File: src/rtl/aes_pkg.sv
// aes_pkg: shared AES-256 key-schedule constants and round-key store state type.
// Contents:
//   AES256_NR      - number of AES-256 rounds (14)
//   AES256_NUM_RK  - number of round keys, Nr+1 (15)
//   AES_RK_W       - round-key width in bits (128)
//   AES_RK_ADDR_W  - round-key index width (4)
//   rks_state_t    - round-key store FSM states
package aes_pkg;
    localparam int AES256_NR     = 14;
    localparam int AES256_NUM_RK = AES256_NR + 1;
    localparam int AES_RK_W      = 128;
    localparam int AES_RK_ADDR_W = 4;
    typedef enum logic [1:0] {IDLE, LOAD, READY, ZERO} rks_state_t;
endpackage

File: src/rtl/aes256_round_key_store_if.sv
// aes256_round_key_store_if: load and read bus between keyexpansion/round datapath and the round-key store.
// Signals:
//   start      - begin a new key load (one-cycle pulse)
//   rk_valid   - round-key beat valid
//   rk_in      - round-key beat
//   rk_ready   - store accepts a beat this cycle
//   rd_en      - read request
//   rd_addr    - round-key index to read
//   rd_data    - registered read data
//   rd_valid   - read data valid pulse
//   rd_err     - illegal read pulse
//   keys_ready - all round keys loaded
//   busy       - load or zeroize in progress
//   zeroize    - wipe all stored keys (only with AES_RKS_ZEROIZE_EN)
// Modports: master drives requests/beats, slave is the store.
interface aes256_round_key_store_if
    import aes_pkg::*;
#(
    parameter int RK_W   = AES_RK_W,
    parameter int ADDR_W = AES_RK_ADDR_W
);
    logic              start;
    logic              rk_valid;
    logic [RK_W-1:0]   rk_in;
    logic              rk_ready;
    logic              rd_en;
    logic [ADDR_W-1:0] rd_addr;
    logic [RK_W-1:0]   rd_data;
    logic              rd_valid;
    logic              rd_err;
    logic              keys_ready;
    logic              busy;
`ifdef AES_RKS_ZEROIZE_EN
    logic              zeroize;
    modport master (
        output start, rk_valid, rk_in, rd_en, rd_addr, zeroize,
        input  rk_ready, rd_data, rd_valid, rd_err, keys_ready, busy
    );
    modport slave (
        input  start, rk_valid, rk_in, rd_en, rd_addr, zeroize,
        output rk_ready, rd_data, rd_valid, rd_err, keys_ready, busy
    );
`else
    modport master (
        output start, rk_valid, rk_in, rd_en, rd_addr,
        input  rk_ready, rd_data, rd_valid, rd_err, keys_ready, busy
    );
    modport slave (
        input  start, rk_valid, rk_in, rd_en, rd_addr,
        output rk_ready, rd_data, rd_valid, rd_err, keys_ready, busy
    );
`endif
endinterface

File: src/rtl/aes_rk_regfile.sv
// aes_rk_regfile: NUM_RK x RK_W round-key storage, one write port, one registered read port.
// Ports:
//   clk      - clock, rising edge
//   rst      - asynchronous active-high reset (read register only; storage is not reset)
//   i_we     - write enable
//   i_waddr  - write slot
//   i_wdata  - write data
//   i_re     - read enable; o_rdata holds while low
//   i_rclr   - load zero into the read register instead of slot data
//   i_raddr  - read slot
//   o_rdata  - registered read data
module aes_rk_regfile
    import aes_pkg::*;
#(
    parameter int NUM_RK = AES256_NUM_RK,
    parameter int RK_W   = AES_RK_W,
    parameter int ADDR_W = AES_RK_ADDR_W
) (
    input  logic              clk,
    input  logic              rst,
    input  logic              i_we,
    input  logic [ADDR_W-1:0] i_waddr,
    input  logic [RK_W-1:0]   i_wdata,
    input  logic              i_re,
    input  logic              i_rclr,
    input  logic [ADDR_W-1:0] i_raddr,
    output logic [RK_W-1:0]   o_rdata
);
    logic [RK_W-1:0] r_mem [NUM_RK];
    logic [RK_W-1:0] r_rdata;

    always_ff @(posedge clk) begin
        if (i_we) r_mem[i_waddr] <= i_wdata;
    end

    // Out-of-range or unloaded reads arrive with i_rclr set, so r_mem is never indexed past NUM_RK-1 on a kept value.
    always_ff @(posedge clk or posedge rst) begin
        if (rst) r_rdata <= '0;
        else if (i_re) r_rdata <= i_rclr ? '0 : r_mem[i_raddr];
    end

    assign o_rdata = r_rdata;
endmodule

File: src/rtl/aes256_round_key_store.sv
// aes256_round_key_store: captures the 15 AES-256 round keys streamed by keyexpansion and serves registered random-access reads.
// Ports:
//   clk  - clock, rising edge
//   rst  - asynchronous active-high reset
//   bus  - aes256_round_key_store_if.slave (load handshake, read port, status flags)
// Build option: define AES_RKS_ZEROIZE_EN to add bus.zeroize and the ZERO wipe state.
module aes256_round_key_store
    import aes_pkg::*;
#(
    parameter int NUM_RK = AES256_NUM_RK,
    parameter int RK_W   = AES_RK_W,
    parameter int ADDR_W = AES_RK_ADDR_W
) (
    input  logic                      clk,
    input  logic                      rst,
    aes256_round_key_store_if.slave   bus
);
    // Counter must reach NUM_RK itself, which marks a complete set.
    localparam int CNT_W = $clog2(NUM_RK + 1);

    if ((2 ** ADDR_W) < NUM_RK) begin : g_bad_addr_w
        $error("ADDR_W too small for NUM_RK");
    end

    rks_state_t       r_state;
    logic [CNT_W-1:0] r_wr_cnt;
    logic             r_rk_ready;
    logic             r_keys_ready;
    logic             r_busy;
    logic             r_rd_valid;
    logic             r_rd_err;
    logic             w_zeroize;
    logic             w_start;
    logic             w_last;
    logic             w_beat;
    logic             w_zero_wr;
    logic             w_legal;
    logic [RK_W-1:0]  w_rd_data;

`ifdef AES_RKS_ZEROIZE_EN
    assign w_zeroize = bus.zeroize;
`else
    assign w_zeroize = 1'b0;
`endif

    // start is ignored while wiping; zeroize outranks both start and beats.
    assign w_start   = bus.start && r_state != ZERO && !w_zeroize;
    assign w_last    = r_wr_cnt == CNT_W'(NUM_RK - 1);
    assign w_beat    = r_rk_ready && bus.rk_valid && !w_start && !w_zeroize;
    assign w_zero_wr = r_state == ZERO;
    // A slot is readable only once committed, so a partial set is never exposed.
    assign w_legal   = (r_state == READY && int'(bus.rd_addr) < NUM_RK) ||
                       (r_state == LOAD && int'(bus.rd_addr) < int'(r_wr_cnt));

    always_ff @(posedge clk or posedge rst) begin
        if (rst) begin
            r_state      <= IDLE;
            r_wr_cnt     <= '0;
            r_rk_ready   <= 1'b0;
            r_keys_ready <= 1'b0;
            r_busy       <= 1'b0;
        end
`ifdef AES_RKS_ZEROIZE_EN
        else if (w_zeroize) begin
            r_state      <= ZERO;
            r_wr_cnt     <= '0;
            r_rk_ready   <= 1'b0;
            r_keys_ready <= 1'b0;
            r_busy       <= 1'b1;
        end
`endif
        else if (w_start) begin
            r_state      <= LOAD;
            r_wr_cnt     <= '0;
            r_rk_ready   <= 1'b1;
            r_keys_ready <= 1'b0;
            r_busy       <= 1'b1;
        end else begin
            case (r_state)
                LOAD: if (w_beat) begin
                    r_wr_cnt <= r_wr_cnt + 1'b1;
                    if (w_last) begin
                        r_state      <= READY;
                        r_rk_ready   <= 1'b0;
                        r_keys_ready <= 1'b1;
                        r_busy       <= 1'b0;
                    end
                end
`ifdef AES_RKS_ZEROIZE_EN
                ZERO: if (w_last) begin
                    r_state  <= IDLE;
                    r_wr_cnt <= '0;
                    r_busy   <= 1'b0;
                end else begin
                    r_wr_cnt <= r_wr_cnt + 1'b1;
                end
`endif
                default: ;
            endcase
        end
    end

    always_ff @(posedge clk or posedge rst) begin
        if (rst) begin
            r_rd_valid <= 1'b0;
            r_rd_err   <= 1'b0;
        end else begin
            r_rd_valid <= bus.rd_en && w_legal;
            r_rd_err   <= bus.rd_en && !w_legal;
        end
    end

    aes_rk_regfile #(
        .NUM_RK (NUM_RK),
        .RK_W   (RK_W),
        .ADDR_W (ADDR_W)
    ) u_regfile (
        .clk     (clk),
        .rst     (rst),
        .i_we    (w_beat || w_zero_wr),
        .i_waddr (ADDR_W'(r_wr_cnt)),
        .i_wdata (w_zero_wr ? '0 : bus.rk_in),
        .i_re    (bus.rd_en),
        .i_rclr  (!w_legal),
        .i_raddr (bus.rd_addr),
        .o_rdata (w_rd_data)
    );

    assign bus.rk_ready   = r_rk_ready;
    assign bus.keys_ready = r_keys_ready;
    assign bus.busy       = r_busy;
    assign bus.rd_valid   = r_rd_valid;
    assign bus.rd_err     = r_rd_err;
    assign bus.rd_data    = w_rd_data;
endmodule

File: src/flat_wrapper.sv
// flat-port wrapper written by rule: the top's interface ports become plain ports
module aes256_round_key_store_flat import aes_pkg::*;
#(
    parameter int NUM_RK = AES256_NUM_RK,
    parameter int RK_W   = AES_RK_W,
    parameter int ADDR_W = AES_RK_ADDR_W
)
  (clk, rst, bus_start, bus_rk_valid, bus_rk_in, bus_rd_en, bus_rd_addr, bus_rk_ready, bus_rd_data, bus_rd_valid, bus_rd_err, bus_keys_ready, bus_busy);
  aes256_round_key_store_if #(.RK_W(RK_W), .ADDR_W(ADDR_W)) bus_i ();
  input  logic clk;
  input  logic rst;
  input wire logic [$bits(bus_i.start)-1:0] bus_start;
  input wire logic [$bits(bus_i.rk_valid)-1:0] bus_rk_valid;
  input wire logic [$bits(bus_i.rk_in)-1:0] bus_rk_in;
  input wire logic [$bits(bus_i.rd_en)-1:0] bus_rd_en;
  input wire logic [$bits(bus_i.rd_addr)-1:0] bus_rd_addr;
  output wire logic [$bits(bus_i.rk_ready)-1:0] bus_rk_ready;
  output wire logic [$bits(bus_i.rd_data)-1:0] bus_rd_data;
  output wire logic [$bits(bus_i.rd_valid)-1:0] bus_rd_valid;
  output wire logic [$bits(bus_i.rd_err)-1:0] bus_rd_err;
  output wire logic [$bits(bus_i.keys_ready)-1:0] bus_keys_ready;
  output wire logic [$bits(bus_i.busy)-1:0] bus_busy;
  assign bus_i.start = bus_start;
  assign bus_i.rk_valid = bus_rk_valid;
  assign bus_i.rk_in = bus_rk_in;
  assign bus_i.rd_en = bus_rd_en;
  assign bus_i.rd_addr = bus_rd_addr;
  assign bus_rk_ready = bus_i.rk_ready;
  assign bus_rd_data = bus_i.rd_data;
  assign bus_rd_valid = bus_i.rd_valid;
  assign bus_rd_err = bus_i.rd_err;
  assign bus_keys_ready = bus_i.keys_ready;
  assign bus_busy = bus_i.busy;
  aes256_round_key_store #(.NUM_RK(NUM_RK), .RK_W(RK_W), .ADDR_W(ADDR_W)) u_core (.clk(clk), .rst(rst), .bus(bus_i));
endmodule
File: config.mk
export PLATFORM = sky130hd
export DESIGN_NAME = aes256_round_key_store_flat
export DESIGN_NICKNAME = d
export VERILOG_FILES = /design/src/rtl/aes_pkg.sv /design/src/rtl/aes256_round_key_store_if.sv /design/src/rtl/aes_rk_regfile.sv /design/src/rtl/aes256_round_key_store.sv /design/src/flat_wrapper.sv
export SDC_FILE = /design/constraint.sdc
export NUM_CORES = 2
export LEC_CHECK = 0
export CELL_PAD_IN_SITES_DETAIL_PLACEMENT = 1
export CELL_PAD_IN_SITES_GLOBAL_PLACEMENT = 2
export CORE_ASPECT_RATIO = 0.9
export CORE_MARGIN = 4
export CORE_UTILIZATION = 43
export CTS_CLUSTER_DIAMETER = 60
export DETAILED_ROUTE_END_ITERATION = 10
export PLACE_DENSITY = 0.81
export SLEW_MARGIN = 30
export SYNTH_ARGS = -nofsm -noshare
export SYNTH_HDL_FRONTEND = slang
export SYNTH_SLANG_ARGS = --single-unit
File: constraint.sdc
create_clock -name clk -period 9.49 [get_ports clk]
set_clock_uncertainty 0.15 [all_clocks]
set_input_delay 0.949 -clock clk [delete_from_list [all_inputs] [get_ports clk]]
set_output_delay 0.949 -clock clk [all_outputs]
set_load 0.01 [all_outputs]
### Word level (Yosys, flattened, before mapping)

Memory sizes are Yosys's and may differ from the RTL's.
Index checks and enable logic that the tools add are counted.

| storage, ports and cells | value |
|---|---|
| memories | 1 |
| output and inout port bits | 133 |
| memory bits (writable) | 1920 |
| register bits after elaboration | 138 |
| word-level logic and storage cells | 51 |
| input port bits | 137 |

| operators by class | value |
|---|---|
| mux-type cells | 19 |
| equal/unequal tests | 5 |
| $add $sub $neg | 1 |
| $lt $le $gt $ge | 2 |
| reduce and logical (&&, ||, !) cells | 16 |

Memories:

| name | words | bits a word | read ports | clocked after Yosys merged registers in | wr ports | line | RTL |
|---|---|---|---|---|---|---|---|
| u_core.u_regfile.r_mem | 15 | 128 | 1 | 0 | 1 | aes_rk_regfile.sv:29 | `logic [RK_W-1:0] r_mem [NUM_RK];` |

Operators with widths:

| kind | number |
|---|---|
| $mux 128 | 2 |
| $mux 4 | 3 |
| $mux 1 | 10 |
| $mux 2 | 4 |
| $logic_and 1x1->1 | 7 |
| $reduce_bool 2->1 | 3 |
| $add 4x1->4 const B | 1 |
| $eq 2x2->1 const B | 2 |
| $eq 4x4->1 const B | 1 |
| $lt 4x4->1 | 1 |
| $lt 4x4->1 const B | 1 |
| $reduce_and 3->1 | 1 |
| $eq 2x1->1 const B | 1 |
| $logic_not 1->1 | 2 |
| $logic_or 1x1->1 | 2 |
| $ne 2x2->1 const B | 1 |
| $reduce_and 2->1 | 1 |

### Logic depth before layout (Yosys ltp)

| depth | value |
|---|---|
| depth after elaboration | 7 |
| depth in mapped cells | 11 |
| depth with buffers taken out | 6 |

### Hierarchy

From an unflattened synthesis, not the netlist that was laid out.

| second synthesis, totals | value |
|---|---|
| cell total of the unflattened synthesis | 3913 |
| area total of the unflattened synthesis | 78684.2 µm² |

Modules (own cells, without submodules):

| module | seq. area each (µm²) | area each (µm²) | cells an instance | instances |
|---|---|---|---|---|
| aes_rk_regfile | 60858.4 | 77264.1 | 3712 | 1 |
| aes256_round_key_store | 200.2 | 1420.1 | 201 | 1 |

### Least setup slack after synthesis

Ideal clock, no wire load.

| timing | value |
|---|---|
| kind | input -> register |
| start point | input port bus_rk_valid |
| end point | memory u_core.u_regfile.r_mem[2][0] (netlist bit), enable pin |
| path slack | -1439 ps |
| arrival time | 10007 ps |
| required time | 8568 ps |
| path buffers | 0 |
| library setup time | 772 ps |
| stages on the path | 4 |
| path through | nor2b_1 o21a_1 nand2_1 nor3_1 |

| between the ends | value |
|---|---|
| cells in the longest elaborated chain, start to end | 5 |

Ends and longest elaborated chain:

| what | line | RTL |
|---|---|---|
| from (decl) | flat_wrapper.sv:13 | `input wire logic [$bits(bus_i.rk_valid)-1:0] bus_rk_valid;` |
| $logic_and 1x1->1 (2 in a row) | aes256_round_key_store.sv:49 | `assign w_beat = r_rk_ready && bus.rk_valid && !w_start && !w_zeroize;` |
| $logic_or 1x1->1 | aes256_round_key_store.sv:120 | `.i_we (w_beat \|\| w_zero_wr),` |
| $mux 1 | aes_rk_regfile.sv:33 | `if (i_we) r_mem[i_waddr] <= i_wdata;` |
| $mux 1 (implied by the code) | aes_rk_regfile.sv:33 |  |
| to (decl) | aes_rk_regfile.sv:29 |  |

Every way passes these cells.

### Final worst setup path

| timing | value |
|---|---|
| start point | register u_core.r_wr_cnt[3] |
| end point | register u_core.u_regfile.r_rdata[125] (netlist: u_core.u_regfile.o_rdata[125]) |

| between the ends | value |
|---|---|
| cells in the longest elaborated chain, start to end | 4 |

Ends and longest elaborated chain:

| what | line | RTL |
|---|---|---|
| from (decl) | aes256_round_key_store.sv:26 | `logic [CNT_W-1:0] r_wr_cnt;` |
| from (signal assigned) | aes256_round_key_store.sv:81 | `r_wr_cnt <= r_wr_cnt + 1'b1;` |
| $lt 4x4->1 | aes256_round_key_store.sv:53 | `(r_state == LOAD && int'(bus.rd_addr) < int'(r_wr_cnt));` |
| $logic_and 1x1->1 | aes256_round_key_store.sv:53 |  |
| $logic_or 1x1->1 | aes256_round_key_store.sv:52 | `assign w_legal = (r_state == READY && int'(bus.rd_addr) < NUM_RK) \|\|` |
| $mux 128 | aes_rk_regfile.sv:39 | `else if (i_re) r_rdata <= i_rclr ? '0 : r_mem[i_raddr];` |
| to (signal assigned) | aes_rk_regfile.sv:39 |  |
| to (decl) | aes_rk_regfile.sv:30 | `logic [RK_W-1:0] r_rdata;` |

Every way passes these cells.
A chain may end at the register's enable or synchronous reset.

==> results.yml <==
worst_setup_path:
  dominant_cell_type_by_count_on_the_critical_path: "buf_4"
  timing.critical_path.required_ps: 10080
  arrival_ps: 4530
  slowest_delay_ps: 840
  startpoint_type: "flop"
  family_with_the_most_delay_on_the_worst_path: "buffers and inverters"
  critical_path_class: "reg -> reg"
  timing.critical_path.to_type: "flop"
  worstPathBufferInverterCount: 3
  crit_chain: "inv_1, ha_1, or3b_1, a2111oi_4, buf_4, buf_4, o21ai_0, a21oi_1"
  rrSetupSlack_ps: 5550
  crit_fanout: 47
  crit_path_top_delay_cell: "buf_4"
placement:
  dpl.hpwl_um: 110000
  preCtsSetupSlack_ps: 4780
  placed_cells_incl_taps: 6962
  dpl-instance-area_um2: 85900
  gp_routability_congestion: 0.735
  numPortBuffers: 269
timing:
  hold_ws_ps: 422
  timing.final.crit_share: 0.416
  setup_repair_after_global_routing_missed_its_margin: "no"
  final-setup-viol-count: 0
  fin_tns_setup_ps: 0
  headroom_to_the_max_slew_limit: 0.247
  post-route-min-period_ps: 3940
  worst_slack_ps: 5550
  timing_worst_slew_pin_value_ps: 1130
  timing.final.max_slew_violations: 0
  final_hold_viol_count: 0
  fmaxAchievable_mhz: 254
floorplanning:
  floorplan.io_pins: 270
  start_util: 0.433
  core_area_um2: 186000
  standard_cell_row_count: 150
  die_area_um2: 194000
  fp.dieH_um: 418
  fp.dieW_um: 464
synth:
  synth_compound_area_frac: 0.0592
  post_synth_inst_count: 4399
  ys_ff_latch: 2056
  largest_family_of_logic_cells_by_synthesized_area: "multiplexers"
  yosys.cell_types.count: 43
  yosys-mux-area-fraction: 0.125
  ys_async_sr_fraction: 0.0661
  synth_simple_gate_area_share: 0.0350
  post_synth_edffs: 1920
  postSynthAreaPerCell_um2: 18.3
  synth.yosys.warnings: 0
  postSynthNetCount: 4543
  xor_xnor_fraction_of_synth_area: 0
  most_instantiated_flip_flop_cell_in_the_synthesis_netlist: "edfxtp_1"
  synthAdderAreaFrac: 0.00109
  sequential_element_share_of_the_synthesized_area: 0.759
  mappedNetlistArea_um2: 80500
routing:
  num_vias: 42400
  detail_route.drc_violations: 0
  postRouteAntennaNets: 0
  avgViaCountPerCell: 5.76
  detail_route.iter0.violations: 3718
  avgRoutedWirePerCell_um: 29.0
  firstDrtPassIters: 5
  drt_wl_total_um: 214000
cts:
  cts_num_sinks: 2056
  cts_resized: 0
  cts_htree_levels: 4
  cts-buffers-inserted: 207
  clock_tree_root_buffer_cell: "clkbuf_16"
  hold_buffers: 0
  clock_edge_transition_at_the_registers_on_the_reported_setup_and_hold_paths_ps: 60
  cts_tree: "done"
  cts_buffer_depth: 3
  worst_skew_pair.late_latency_ps: 850
  cts_setup_buffers: 0
final_layout:
  instances_no_fill: 7361
  fillers: 17000
  synthToLayoutAreaGrowth_pct: 15.4
  final_util: 0.499
  design.final.nets: 4812
  final_area_um2: 92900
  final_layout_size_suffix_gt1_frac: 0.147
worst_hold_path:
  worst_hold_path_type: "reg -> reg"
power_and_ir_drop:
  vdd.ir_drop.worst_mv: 0.172
  switching_power_mw: 3.87
  power-per-cell-area_nw_per_um2: 201
  combPwrFrac: 0.039
  share_of_power_burned_in_the_clock_network: 0.435
  post-layout-total-power_mw: 18.7
  leakage_power_summed_over_all_cells_nw: 31.5
  internal_power_mw: 14.8
  power.share.sequential: 0.526
  sw_frac_of_total: 0.207
grt:
  grt_use_total: 0.219
  vias_in_the_first_global_route: 46200
  maximum_number_of_pins_on_one_net_before_global_route_repair: 167
  leftover_overflow_at_the_end_of_global_routing: 0
  wire_length_of_the_first_global_routing_pass_um: 315000
  grt_antenna_before_repair: 12
status:
  outcome: "complete, no violations"
flow_run:
  drv_cap: 0
Yosys cell counts, types with 79 or more instances:
| cell type | instances | area, um2 |
|---|---|---|
| dfrtp_1 | 136 | 3400 |
| o22ai_1 | 168 | 1050 |
| mux4_2 | 256 | 5770 |
| o21ai_0 | 218 | 1090 |
| a21oi_1 | 79 | 395 |
| nand2b_1 | 80 | 500 |
| clkbuf_1 | 143 | 537 |
| a211oi_1 | 180 | 1350 |
| mux2i_1 | 385 | 3850 |
| buf_2 | 79 | 395 |
| nand2_1 | 218 | 818 |
| edfxtp_1 | 1920 | 57700 |
| and2_1 | 129 | 807 |
power groups by stage:
stage / Clock (mW) / Sequential [mW] / Combinational, mW
after floorplan: 0 / 9.99 / 0.467
after global placement: 0 / 10.0 / 0.724
after detailed placement: 0 / 10.0 / 0.738
after CTS: 8.26 / 9.81 / 0.744
after global routing: 8.68 / 9.80 / 0.788
final: 8.11 / 9.81 / 0.734
final cells by class:
class | instances | area (um2) | share of cell area
antenna | 3 | 7.51 | 0.0000808
clock buffer | 279 | 5740 | 0.0618
clock inverter | 112 | 1060 | 0.0114
inverter | 61 | 236 | 0.00255
multi-input combinational | 1995 | 17900 | 0.193
sequential | 2056 | 61100 | 0.658
tap | 2508 | 3140 | 0.0338
timing repair buffer | 347 | 3720 | 0.0400
cell usage in the layout (no fill, tap or decap), types with 6 or more instances in the layout:
cell	count
nor2_4	11
clkinv_2	42
buf_12	17
buf_4	46
a211oi_1	180
a21oi_1	79
nor2_1	55
o22ai_1	168
mux2i_1	385
o22a_1	37
nor2b_1	53
ha_1	7
a2111oi_0	52
edfxtp_1	1920
clkdlybuf4s50_1	264
clkinv_1	36
clkbuf_1	49
mux4_2	256
clkbuf_16	212
dfrtp_1	136
and2_1	129
nand2b_1	76
o21ai_0	218
buf_16	9
buf_6	6
inv_1	60
bufinv_16	16
mux2_2	39
nand2_1	217
inv_6	6
clkbuf_8	19
registers in the layout, indices dropped and copies added (netlist names):
| signal | cells |
|---|---|
| u_core.bus.rd_err | 1 |
| u_core.r_state | 2 |
| u_core.u_regfile.r_mem | 1920 |
| u_core.r_wr_cnt | 4 |
| u_core.bus.rd_valid | 1 |
| u_core.u_regfile.o_rdata | 128 |
per-layer routing:
layer	global-route usage	up-vias	share of wire
li1	-	18100	-
met1	0.289	22700	0.42
met2	0.371	1303	0.50
met3	0.0342	346	0.051
met4	0.0782	2	0.035
met5	0	-	0.000056
worst paths after layout:
kind | start | to | depth (start not counted)
worst max-delay path | u_core.r_wr_cnt[3]$_DFFE_PP0P_ | u_core.u_regfile.o_rdata[125]$_DFFE_PP0P_ | 8
max in group asynchronous | rst | u_core.r_state[1]$_DFFE_PP0P_ | 3
worst min register to register | u_core.u_regfile.o_rdata[102]$_DFFE_PP0P_ | u_core.u_regfile.o_rdata[102]$_DFFE_PP0P_ | 2
worst min-delay path | u_core.u_regfile.o_rdata[102]$_DFFE_PP0P_ | u_core.u_regfile.o_rdata[102]$_DFFE_PP0P_ | 2
min in group asynchronous | rst | u_core.u_regfile.o_rdata[86]$_DFFE_PP0P_ | 2
worst max register to register | u_core.r_wr_cnt[3]$_DFFE_PP0P_ | u_core.u_regfile.o_rdata[125]$_DFFE_PP0P_ | 8
worst register-to-register path, stage by stage (launching register included):
cell and delay, ps:
dfrtp_1 730, inv_1 200, ha_1 250, or3b_1 420, a2111oi_4 300, buf_4 470, buf_4 860, o21ai_0 290
a21oi_1 210
logic make-up (layout without fill, tap and decap cells):
kind of cell,Yosys count,in the layout
DFF,2056,2056
AOI/OAI and AO/OA,744,744
muxes,680,680
and+or+nand+nor,564,564
buffers and inverters,348,799
adders and majority gates,7,7
other,0,3
No activity file was read; power rests on OpenSTA's default activity.
